==> config.mk <==
export PLATFORM = sky130hd
export DESIGN_NAME = load_store_unit
export DESIGN_NICKNAME = d
export VERILOG_FILES = /design/src/rtl/lsu_pkg.sv /design/src/rtl/lsu_align.sv /design/src/rtl/load_store_unit.sv
export SDC_FILE = /design/constraint.sdc
export NUM_CORES = 1
export LEC_CHECK = 0
export ABC_CLOCK_PERIOD_IN_PS = 2750
export BUFFER_PORTS_ARGS = -buffer_cell sky130_fd_sc_hd__buf_2
export CORE_ASPECT_RATIO = 2
export CORE_MARGIN = 8
export CORE_UTILIZATION = 40
export CTS_CLUSTER_DIAMETER = 120
export CTS_CLUSTER_SIZE = 24
export DETAILED_ROUTE_END_ITERATION = 8
export GPL_TIMING_DRIVEN = 0
export HOLD_SLACK_MARGIN = 0.12
export PLACE_DENSITY_LB_ADDON = 0.15
export SYNTH_ARGS = -nofsm -noshare
export SYNTH_HDL_FRONTEND = slang
export SYNTH_SLANG_ARGS = --single-unit
export TNS_END_PERCENT = 5
==> constraint.sdc <==
create_clock -name clk -period 2.75 [get_ports clk]
set_input_delay 0.275 -clock clk [delete_from_list [all_inputs] [get_ports clk]]
set_output_delay 0.275 -clock clk [all_outputs]
set_load 0.01 [all_outputs]
==> src/rtl/lsu_pkg.sv <==
// rtl/lsu_pkg.sv - shared types, size encodings and helpers for the load/store unit
package lsu_pkg;

    localparam int WORD_W = 32;

    localparam logic [1:0] SZ_BYTE = 2'b00;
    localparam logic [1:0] SZ_HALF = 2'b01;
    localparam logic [1:0] SZ_WORD = 2'b10;

    typedef enum logic [1:0] {
        IDLE  = 2'b00,
        READ  = 2'b01,
        WRITE = 2'b10,
        RESP  = 2'b11
    } state_t;

    // True when the access does not sit on its natural boundary
    function automatic logic is_misaligned(input logic [1:0] size, input logic [1:0] offset);
        return ((size == SZ_HALF) && offset[0]) ||
               ((size == SZ_WORD) && (offset != 2'b00));
    endfunction

endpackage

==> src/rtl/lsu_align.sv <==
// rtl/lsu_align.sv - combinational store lane merge and load extract/extend
module lsu_align
    import lsu_pkg::*;
(
    input  logic [WORD_W-1:0] word,
    input  logic [WORD_W-1:0] wdata,
    input  logic [1:0]        size,
    input  logic [1:0]        offset,
    input  logic              zero_ext,
    output logic [WORD_W-1:0] merged,
    output logic [WORD_W-1:0] loaded
);

    logic [7:0]  byte_val;
    logic [15:0] half_val;

    // Replace the addressed lane(s) of the fetched word with the store data
    always_comb begin
        merged = word;
        case (size)
            SZ_BYTE: merged[{offset, 3'b000} +: 8]     = wdata[7:0];
            SZ_HALF: merged[{offset[1], 4'b0000} +: 16] = wdata[15:0];
            default: merged = wdata;
        endcase
    end

    // Pick the addressed lane(s) and extend to a full word
    always_comb begin
        byte_val = word[{offset, 3'b000} +: 8];
        half_val = word[{offset[1], 4'b0000} +: 16];
        case (size)
            SZ_BYTE: loaded = zero_ext ? {24'h000000, byte_val} : {{24{byte_val[7]}}, byte_val};
            SZ_HALF: loaded = zero_ext ? {16'h0000, half_val}   : {{16{half_val[15]}}, half_val};
            default: loaded = word;
        endcase
    end

endmodule

==> src/rtl/load_store_unit.sv <==
// rtl/load_store_unit.sv - load/store sequencer to word memory; option macro LSU_MISALIGN_TRAP_EN
module load_store_unit
    import lsu_pkg::*;
(
    input  logic              clk,
    input  logic              reset,
    input  logic              req_valid,
    output logic              req_ready,
    input  logic              req_we,
    input  logic [1:0]        req_size,
    input  logic              req_unsigned,
    input  logic [WORD_W-1:0] req_addr,
    input  logic [WORD_W-1:0] req_wdata,
    output logic              resp_valid,
    output logic [WORD_W-1:0] resp_rdata,
    output logic              resp_err,
    output logic              mem_read,
    output logic              mem_write,
    output logic [WORD_W-1:0] mem_addr,
    output logic [WORD_W-1:0] mem_wdata,
    input  logic [WORD_W-1:0] mem_rdata
);

    state_t state, next_state;

    logic              we_q;
    logic              uns_q;
    logic [1:0]        size_q;
    logic [1:0]        off_q;
    logic [WORD_W-1:0] wdata_q;

    logic              accept;
    logic              req_err;
    logic [1:0]        req_off;
    logic [WORD_W-1:0] merged;
    logic [WORD_W-1:0] loaded;

    logic              mem_read_d;
    logic              mem_write_d;
    logic [WORD_W-1:0] mem_addr_d;
    logic [WORD_W-1:0] mem_wdata_d;
    logic              resp_valid_d;
    logic              resp_err_d;
    logic [WORD_W-1:0] resp_rdata_d;

    assign req_ready = (state == IDLE);
    assign accept    = req_valid && req_ready;

    // Classify the request and normalise the lane offset; aligned requests are unaffected
    always_comb begin
`ifdef LSU_MISALIGN_TRAP_EN
        req_err = (req_size == 2'b11) || is_misaligned(req_size, req_addr[1:0]);
`else
        req_err = (req_size == 2'b11);
`endif
        case (req_size)
            SZ_HALF: req_off = {req_addr[1], 1'b0};
            SZ_WORD: req_off = 2'b00;
            default: req_off = req_addr[1:0];
        endcase
    end

    // Capture the accepted request
    always_ff @(posedge clk or negedge reset) begin
        if (!reset) begin
            we_q    <= 1'b0;
            uns_q   <= 1'b0;
            size_q  <= SZ_BYTE;
            off_q   <= 2'b00;
            wdata_q <= '0;
        end else if (accept) begin
            we_q    <= req_we;
            uns_q   <= req_unsigned;
            size_q  <= req_size;
            off_q   <= req_off;
            wdata_q <= req_wdata;
        end
    end

    // State register
    always_ff @(posedge clk or negedge reset) begin
        if (!reset) state <= IDLE;
        else        state <= next_state;
    end

    // Next-state selection
    always_comb begin
        next_state = state;
        case (state)
            IDLE: begin
                if (accept) begin
                    if (req_err)                 next_state = RESP;
                    else if (!req_we)            next_state = READ;
                    else if (req_size == SZ_WORD) next_state = WRITE;
                    else                         next_state = READ;
                end
            end
            READ:    next_state = we_q ? WRITE : RESP;
            WRITE:   next_state = RESP;
            default: next_state = IDLE;
        endcase
    end

    lsu_align u_align (
        .word     (mem_rdata),
        .wdata    (wdata_q),
        .size     (size_q),
        .offset   (off_q),
        .zero_ext (uns_q),
        .merged   (merged),
        .loaded   (loaded)
    );

    // Output decode: values the registered outputs take on entering the next state.
    // The fetched word is consumed straight from mem_rdata at the READ edge, so the
    // merged store word and extended load data are latched in the output registers.
    always_comb begin
        mem_read_d   = (next_state == READ);
        mem_write_d  = (next_state == WRITE);
        resp_valid_d = (next_state == RESP);
        resp_err_d   = accept && req_err;
        resp_rdata_d = '0;
        mem_addr_d   = mem_addr;
        mem_wdata_d  = mem_wdata;
        if (accept && !req_err) begin
            mem_addr_d = {req_addr[WORD_W-1:2], 2'b00};
            if (req_we && (req_size == SZ_WORD)) mem_wdata_d = req_wdata;
        end
        if (state == READ) begin
            if (we_q) mem_wdata_d  = merged;
            else      resp_rdata_d = loaded;
        end
    end

    // Output registers
    always_ff @(posedge clk or negedge reset) begin
        if (!reset) begin
            mem_read   <= 1'b0;
            mem_write  <= 1'b0;
            mem_addr   <= '0;
            mem_wdata  <= '0;
            resp_valid <= 1'b0;
            resp_err   <= 1'b0;
            resp_rdata <= '0;
        end else begin
            mem_read   <= mem_read_d;
            mem_write  <= mem_write_d;
            mem_addr   <= mem_addr_d;
            mem_wdata  <= mem_wdata_d;
            resp_valid <= resp_valid_d;
            resp_err   <= resp_err_d;
            resp_rdata <= resp_rdata_d;
        end
    end

endmodule

After elaboration in Yosys (flattened, before gate mapping)
Index checks and enable logic that the tools add are counted.

Reductions and logical operators: 7. Mux-type cells: 19. Shift-type cells: 6. Eq/ne operators: 9. $add $sub $neg: 2.

Operator list (number): 32-bit 2-to-1 mux (8); 32-bit case mux with 2 select lines (2); 32-bit bitwise mux (2); 16-bit by 7-bit variable shift with 32-bit output (first input constant) (1); 8-bit by 7-bit variable shift with 32-bit output (first input constant) (1); 16-bit by 7-bit indexed part select with 32-bit output (1); 32-bit by 6-bit indexed part select with 16-bit output (1); 32-bit by 6-bit indexed part select with 8-bit output (1); 8-bit by 7-bit indexed part select with 32-bit output (1); 5-bit negation with 7-bit output (2); 2-bit equality test (second input constant) (5); 2-bit by 1-bit equality test with 1-bit output (second input constant) (4); 2-bit 2-to-1 mux (4); 2-bit case mux with 3 select lines (1); 1-bit logical AND (4); 2-bit zero test (2); 2-bit case mux with 2 select lines (1); 1-bit zero test (1); 1-bit 2-to-1 mux (1).

Register bits: 138.

Logic depth before layout (Yosys ltp)
Gate-level depths: netlist of the first run.

Word-level depth: 7. Gate-level depth with buffers: 9. Mapped depth without buffers: 6.

Modules after synthesis
From an unflattened synthesis of the first run, not the netlist that was laid out.

Cell total of the unflattened synthesis: 757. Area, all modules: 7190.6 µm².

By module, submodules not included: load_store_unit (cells each 504, times used 1, area each 5540.3 µm²); lsu_align (cells each 253, times used 1, area each 1650.3 µm²).

Worst setup path after synthesis of the first run
Ideal clock, no wire load.

Path type: register to register. Start: register off_q[1]. End: register mem_wdata[0]. Slack: 0.776 ns. Cell stages (with the launch flop): 9. Buffers on the path: 2. Arrival time: 1.833 ns. Cells stage by stage: dfrtp_1 -> buf_6 -> buf_2 -> inv_1 -> ha_1 -> inv_1 -> a311o_1 -> a221oi_1 -> a31oi_1.

Longest elaborated chain between the ends: 6. Elaborated cells between the ends (all ways): 11. Classes of those cells: add/sub: 2; shift: 4; mux: 5.

Ends and longest elaborated chain: start: declaration (RTL line load_store_unit.sv:29) `logic [1:0] off_q;`; start signal: assignment (RTL line load_store_unit.sv:75) `off_q <= req_off;`; 5-bit negation with 7-bit output, on equally long branches (RTL line lsu_align.sv:22, lsu_align.sv:21); 16-bit by 7-bit indexed part select with 32-bit output (tied with other cells) (RTL line lsu_align.sv:22) `SZ_HALF: merged[{offset[1], 4'b0000} +: 16] = wdata[15:0];`; 32-bit bitwise mux, on equally long branches (RTL line lsu_align.sv:22, lsu_align.sv:21); 32-bit case mux with 2 select lines * (RTL line lsu_align.sv:20) `case (size)`; 32-bit 2-to-1 mux * (RTL line load_store_unit.sv:130) `if (we_q) mem_wdata_d = merged;`; 32-bit 2-to-1 mux * (RTL line load_store_unit.sv:129) `if (state == READ) begin`; named net mem_wdata_d[0] (RTL line load_store_unit.sv:41) `logic [WORD_W-1:0] mem_wdata_d;`; end signal: assignment (RTL line load_store_unit.sv:149) `mem_wdata <= mem_wdata_d;`; end: declaration (RTL line load_store_unit.sv:20) `output logic [WORD_W-1:0] mem_wdata,`.

Mark *: on every way through the listed nets, which the timed path passes. The rest lies on a longest branch. A chain may end at the register's enable or synchronous reset.

Worst setup path after layout of the first run
Start: register off_q[1]. End: register mem_wdata[29].

Same word-level chain as after synthesis.

==> results of run 1 <==
## path summary, 6_finish.rpt
| kind | from | end | slack [ps] | cells past startpoint |
|---|---|---|---|---|
| max in group asynchronous | reset | resp_rdata[28]$_DFF_PN0_ | 1520 | 3 |
| min reg2reg | mem_addr[3]$_DFFE_PN0P_ | mem_addr[3]$_DFFE_PN0P_ | 500 | 1 |
| max | off_q[1]$_DFFE_PN0N_ | mem_wdata[29]$_DFF_PN0_ | 220 | 9 |
| max reg2reg | off_q[1]$_DFFE_PN0N_ | mem_wdata[29]$_DFF_PN0_ | 220 | 9 |
| min in group asynchronous | reset | mem_addr[6]$_DFFE_PN0P_ | 490 | 2 |
| min | req_addr[1] | off_q[1]$_DFFE_PN0N_ | 140 | 3 |
## tightest hold or removal path: stages
cell and delay (ps):
buf_2 100, o21ai_0 70, o21ai_0 80
## cell type report
type                       count  area (sq um)  area share
sequential                   138          3453      0.3660
multi-input combinational    399          3092      0.3277
timing repair buffer         265          1670      0.1771
clock buffer                  19         442.9     0.04695
tap                          207         259.0     0.02745
buffer                        46         244.0     0.02586
clock inverter                12         221.5     0.02347
inverter                      13         48.80    0.005172
antenna                        1         2.502   0.0002653
## kinds of logic after synthesis
| kind of cell | count (synthesis) | synth area share |
|---|---|---|
| buf+inv | 59 | 0.04284 |
| other cells | 1 | 0.0005487 |
| flops | 138 | 0.5053 |
| fa+ha+maj | 12 | 0.02197 |
| compound gates | 141 | 0.1620 |
| simple gates | 149 | 0.09722 |
| mux | 95 | 0.1701 |
## layer usage
| layer | vias up | global-route usage | wire (um) |
|---|---|---|---|
| met2 | 280 | 0.3941 | 12590 |
| met1 | 2931 | 0.2315 | 8530 |
| met5 | - | 0 | 0 |
| met3 | 80 | 0.05338 | 1777 |
| met4 | 0 | 0.1551 | 1552 |
| li1 | 2767 | - | - |
## stage by stage
stage / instance area (sq um) / TNS (ps) / cells
after floorplan: 6838 / 0 / 596
after global placement: 8103 / -56170 / 1004
after detailed placement: 8137 / 0 / 1005
after CTS: 9422 / 0 / 1098
after global routing: 9434 / 0 / 1100
final: 9434 / 0 / 1100
## power by group
group / switching (mW) / internal, mW
clock network: 0.881 / 1.72
logic: 2.34 / 1.96
registers: 0.677 / 2.94
total: 3.90 / 6.61
## flip-flops by register name, indices dropped and copies added (netlist names)
signal and cells:
off_q 2, uns_q 1, size_q 2, mem_write 1, mem_addr 30, state 2
mem_read 1, resp_rdata 32, mem_wdata 32, resp_err 1, wdata_q 32, we_q 1
resp_valid 1
## cells in the final DEF (no fill, tap or decap), types with 4 or more instances in the layout
master,n
a2111oi_1,6
a21o_1,30
a21oi_1,5
a221oi_1,37
a22oi_1,4
a31oi_1,8
a32oi_1,22
buf_2,215
buf_4,8
buf_6,4
bufinv_16,6
clkbuf_1,18
clkbuf_16,17
dfrtp_1,138
dlygate4sd3_1,63
ha_1,12
inv_1,13
mux2_2,82
mux4_2,8
nand2_1,102
nor2_1,17
nor2b_1,12
o21ai_0,15
o22ai_1,7
## what timing repair did
item,CTS,global route
setup endpoints to repair,0,0
hold buffers,62,1
hold endpoints to repair,151,1
==> key figures, run 1 <==
Critical path
  • CP Data Arrival Time: 2870 ps
  • Crit Path Category: reg2reg
  • Crit-path slowest cell: dfrtp_1
  • WP buf/inv: 4
  • WP data required: 3090 ps
  • CP top delay family: buffers and inverters
  • Crit path cell chain: buf_6, buf_2, inv_1, ha_1, nor3_1, and4_1, clkbuf_1, a221oi_1, a22oi_1
  • Critical path fanouts, max: 10
  • Max incr delay on CP: 460 ps
  • Crit end category: register
  • CP Launch Type: register

Floorplan
  • Core Box Area: 16770 sq um
  • Initial Utilization: 0.4076
  • DIE HEIGHT: 200.9 um
  • Num rows: 67
  • Die Area: 21780 sq um
  • Chip width: 108.4 um
  • I/O Pins: 204

Synthesis
  • Synth unique cells: 44
  • Synthesized area per cell: 11.49 sq um
  • Top-area cell type share of the netlist area: 0.5053
  • Largest area contributor in the netlist: dfrtp_1
  • Count leader, synth: dfrtp_1
  • Asr flop ratio synth: 1.000
  • Post-synth EDFFs: 0
  • Commonest cells in the netlist: dfrtp_1 (138), nand2_1 (102), mux2_2 (82)
  • Seq cells post-synth: 138
  • Post-Syn Area: 6834 sq um
  • Synth top area cells: dfrtp_1 (51%), mux2_2 (14%), nand2_1 (5.6%)
  • Yosys warnings: 0
  • Mapped Cells: 595
  • Main synth FF type: dfrtp_1
  • Sequential area share after synthesis: 0.5053

Routing
  • DRC: 0
  • Detail Route Antenna Nets: 0
  • Routed WL per cell: 22.23 um
  • Via Count: 6058
  • WL final: 24.45 mm
  • Initial DRT Pass Iterations: 5
  • Via density: 5.507
  • Initial DRC count: 345

Timing
  • Fmax: 0.3952 GHz
  • Slew headroom: 0.4663
  • Final hold slack: 138.0 ps
  • Worst Max-Slew Pin Slew: 800.5 ps
  • Clock Skew: 10.01 ps
  • Worst setup margin: 219.7 ps
  • Final Max Tran Viols: 0
  • Period utilization: 0.9201
  • Setup violators final: 0
  • Unrepaired setup endpoints after global routing: false
  • Hold Violations, Final: 0
  • Min Tclk post-route: 2530 ps

Clock tree
  • H-tree levels: 4
  • Clock Pin Slew Worst Setup and Hold Paths: 60 ps
  • PostCTS Resize Cnt: 0
  • CTS tree: built
  • Clk sink count: 138
  • Clock Latency Late Sink: 420 ps
  • Post-CTS Setup Bufs: 0
  • CTS max path bufs: 2
  • Num CTS Buffers: 17
  • Clock Root Buffer: clkbuf_16

Cells and area
  • Core Util, Final: 0.5627
  • Final #Nets: 995
  • Proportion of layout cells with a drive suffix above 1: 0.4002
  • Filler instances: 1449
  • Area Overhead vs Synth: 38.04%

Placement
  • Place WS: 298.1 ps
  • IO buf count: 201
  • Gp weighted congestion: 0.9836
  • Dpl hpwl: 18.79 mm

Global route
  • Pin count of the biggest net entering global routing: 88
  • Antenna violations before repair: 1
  • Total GRT Usage: 0.2274
  • Number of global-route vias before repair: 6571
  • First-pass GRT wire length: 37.26 mm
  • Total grt overflow: 0

Power and ir drop
  • Pwr Density: 1114 nW/um^2
  • Power Total: 10.51 mW
  • Leak Pwr: 4.528 nW
  • Worst IR Drop VDD: 565.5 uV

Run status
  • Status: finished, final reports clean

Worst hold path
  • Path category of the worst min-delay check: in2reg

Run
  • Max Cap Viol: 0
(Power assumes the default switching activity.)
==> run 2, diff against run 1 <==
--- a/config.mk
+++ b/config.mk
@@ -15,7 +15,7 @@
 export DETAILED_ROUTE_END_ITERATION = 8
 export GPL_TIMING_DRIVEN = 0
 export HOLD_SLACK_MARGIN = 0.12
-export PLACE_DENSITY_LB_ADDON = 0.15
+export PLACE_DENSITY = 0.64
 export SYNTH_ARGS = -nofsm -noshare
 export SYNTH_HDL_FRONTEND = slang
 export SYNTH_SLANG_ARGS = --single-unit
==> run 2 against run 1 <==
  * Final area fell by 0.49%
  * Routed wire length up 0.76%
  * Core utilization decreased by 0.28 points
  * Die area stayed put
  * Clock power decreased by 8.5%
  * Non-clock buffer count grew 1
  * Total power fell by 2.0%
  * Clock-buffer cell count unchanged
  * Via count up 0.79%
  * Flip-flop and latch count unchanged
  * Critical endpoint unchanged
==> key figures, run 2 (synthesis gave the netlist of run 1 again) <==
Global route
  • Antenna violations before repair: 1
  • Total GRT Usage: 0.2290
  • Grt met1 use: 0.2299
  • Total grt overflow: 0
  • Number of global-route vias before repair: 6527
  • GR peak layer: met2
  • GR Util met3: 0.04887
  • First-pass GRT wire length: 37.44 mm
  • Pin count of the biggest net entering global routing: 71
  • Met2 Resource Use GR: 0.3924

Cells and area
  • Top flop regs: mem_wdata (32), resp_rdata (32), wdata_q (32)
  • Most common cell after layout, fill and taps aside: buf_2
  • Post-Layout Inst Area: 9388 sq um
  • Proportion of layout cells with a drive suffix above 1: 0.3987
  • Most frequent cells in the layout: buf_2 (215), dfrtp_1 (138), nand2_1 (102), mux2_2 (82), dlygate4sd3_1 (64)
  • Area Overhead vs Synth: 37.37%
  • Final #Nets: 996
  • Core Util, Final: 0.5599

Floorplan
  • I/O Pins: 204
  • Core Box Area: 16770 sq um
  • DIE HEIGHT: 200.9 um
  • Num rows: 67
  • Chip width: 108.4 um
  • Die Area: 21780 sq um
  • Initial Utilization: 0.4076

Clock tree
  • H-tree levels: 4
  • Post-CTS Setup Bufs: 0
  • Clock Pin Slew Worst Setup and Hold Paths: 60 ps
  • Clk sink count: 138
  • Num CTS Buffers: 17
  • Clock Root Buffer: clkbuf_16
  • Clock Latency Late Sink: 420 ps
  • PostCTS Resize Cnt: 0
  • CTS tree: built
  • CTS max path bufs: 2

Routing
  • Initial DRT Pass Iterations: 5
  • WL final: 24.64 mm
  • Routed WL per cell: 22.38 um
  • Via Count: 6106
  • DRC: 0
  • Via density: 5.546
  • Initial DRC count: 419
  • Detail Route Antenna Nets: 0

Placement
  • Gp weighted congestion: 0.9507
  • IO buf count: 201
  • Post-DP Area: 8137 sq um
  • Dpl hpwl: 18.56 mm

Run status
  • Status: finished, final reports clean

Timing
  • Final hold slack: 135.5 ps
  • Min Tclk post-route: 2537 ps
  • Worst Max-Slew Pin Slew: 748.7 ps
  • Setup violators final: 0
  • Final Max Tran Viols: 0
  • Slew headroom: 0.4990
  • Hold Violations, Final: 0
  • Fmax: 0.3942 GHz
  • Unrepaired setup endpoints after global routing: false
  • Period utilization: 0.9224
  • Clock Skew: 10.90 ps

Critical path
  • WP buf/inv: 4
  • Crit path cell chain: buf_6, buf_2, inv_1, ha_1, nor3_1, and4_1, clkbuf_1, a221oi_1, a22oi_1
  • CP top delay family: buffers and inverters
  • Crit-path slowest cell: dfrtp_1
  • CP Data Arrival Time: 2870 ps
  • Max incr delay on CP: 440 ps
  • Crit end category: register
  • Crit Path Category: reg2reg
  • WP data required: 3090 ps
  • Critical path fanouts, max: 10
  • CP Launch Type: register
  • FF-to-FF setup slack: 210 ps

Power and ir drop
  • Leak Pwr: 4.506 nW
  • Pwr Density: 1098 nW/um^2
  • Worst IR Drop VDD: 547.1 uV
  • Power Total: 10.30 mW

Worst hold path
  • Path category of the worst min-delay check: in2reg

Run
  • Max Cap Viol: 0
## run 2: cell types whose count changed in the layout (fill, tap and decap cells not counted), sizes merged
cell / change
dlygate4sd3: +1
clkinv: +2
bufinv: -2
## run 2: power by group
group | switching [mW] | internal [mW]
logic | 2.36 | 1.96
registers | 0.662 | 2.94
clock network | 0.875 | 1.51
total | 3.90 | 6.41
## run 2: metrics by stage
stage	TNS, ps	worst slack [ps]	cells
after floorplan	0	775.7	596
after detailed placement	0	268.9	1005
final	0	213.3	1101
after global placement	-76030	-568.6	1004
after global routing	0	118.8	1101
after CTS	0	253.0	1100
## run 2: final timing paths
check                                         from                       end  cells after the start
max                           off_q[1]$_DFFE_PN0N_   mem_wdata[29]$_DFF_PN0_                      9
min                                  req_wdata[16]   wdata_q[16]$_DFFE_PN0N_                      2
max reg2reg                   off_q[1]$_DFFE_PN0N_   mem_wdata[29]$_DFF_PN0_                      9
min reg2reg                mem_addr[7]$_DFFE_PN0P_   mem_addr[7]$_DFFE_PN0P_                      1
max in group asynchronous                    reset   mem_wdata[13]$_DFF_PN0_                      3
min in group asynchronous                    reset  mem_addr[28]$_DFFE_PN0P_                      2
## run 2: timing repair
action,CTS,global route
hold buffers,64,0
endpoints found under the setup margin,0,0
hold endpoints to repair,135,0
## run 2: per-layer routing
layer,share of wire,vias to the layer above
li1,-,2766
met1,0.34,2936
met2,0.52,313
met3,0.062,91
met4,0.075,0
met5,0,-
## run 2: layout make-up
cell class / count / area (sq um)
antenna: 1 / 2.502
timing repair buffer: 266 / 1680
inverter: 13 / 48.80
multi-input combinational: 399 / 3092
sequential: 138 / 3453
fill: 1511 / 7378
clock buffer: 19 / 432.9
buffer: 46 / 244.0
tap: 207 / 259.0
clock inverter: 12 / 175.2
## run 2: worst register-to-register path, stage by stage (launching register included)
cell and delay, ps:
dfrtp_1 440, buf_6 200, buf_2 230, inv_1 140, ha_1 200, nor3_1 240
and4_1 230, clkbuf_1 420, a221oi_1 190, a22oi_1 190
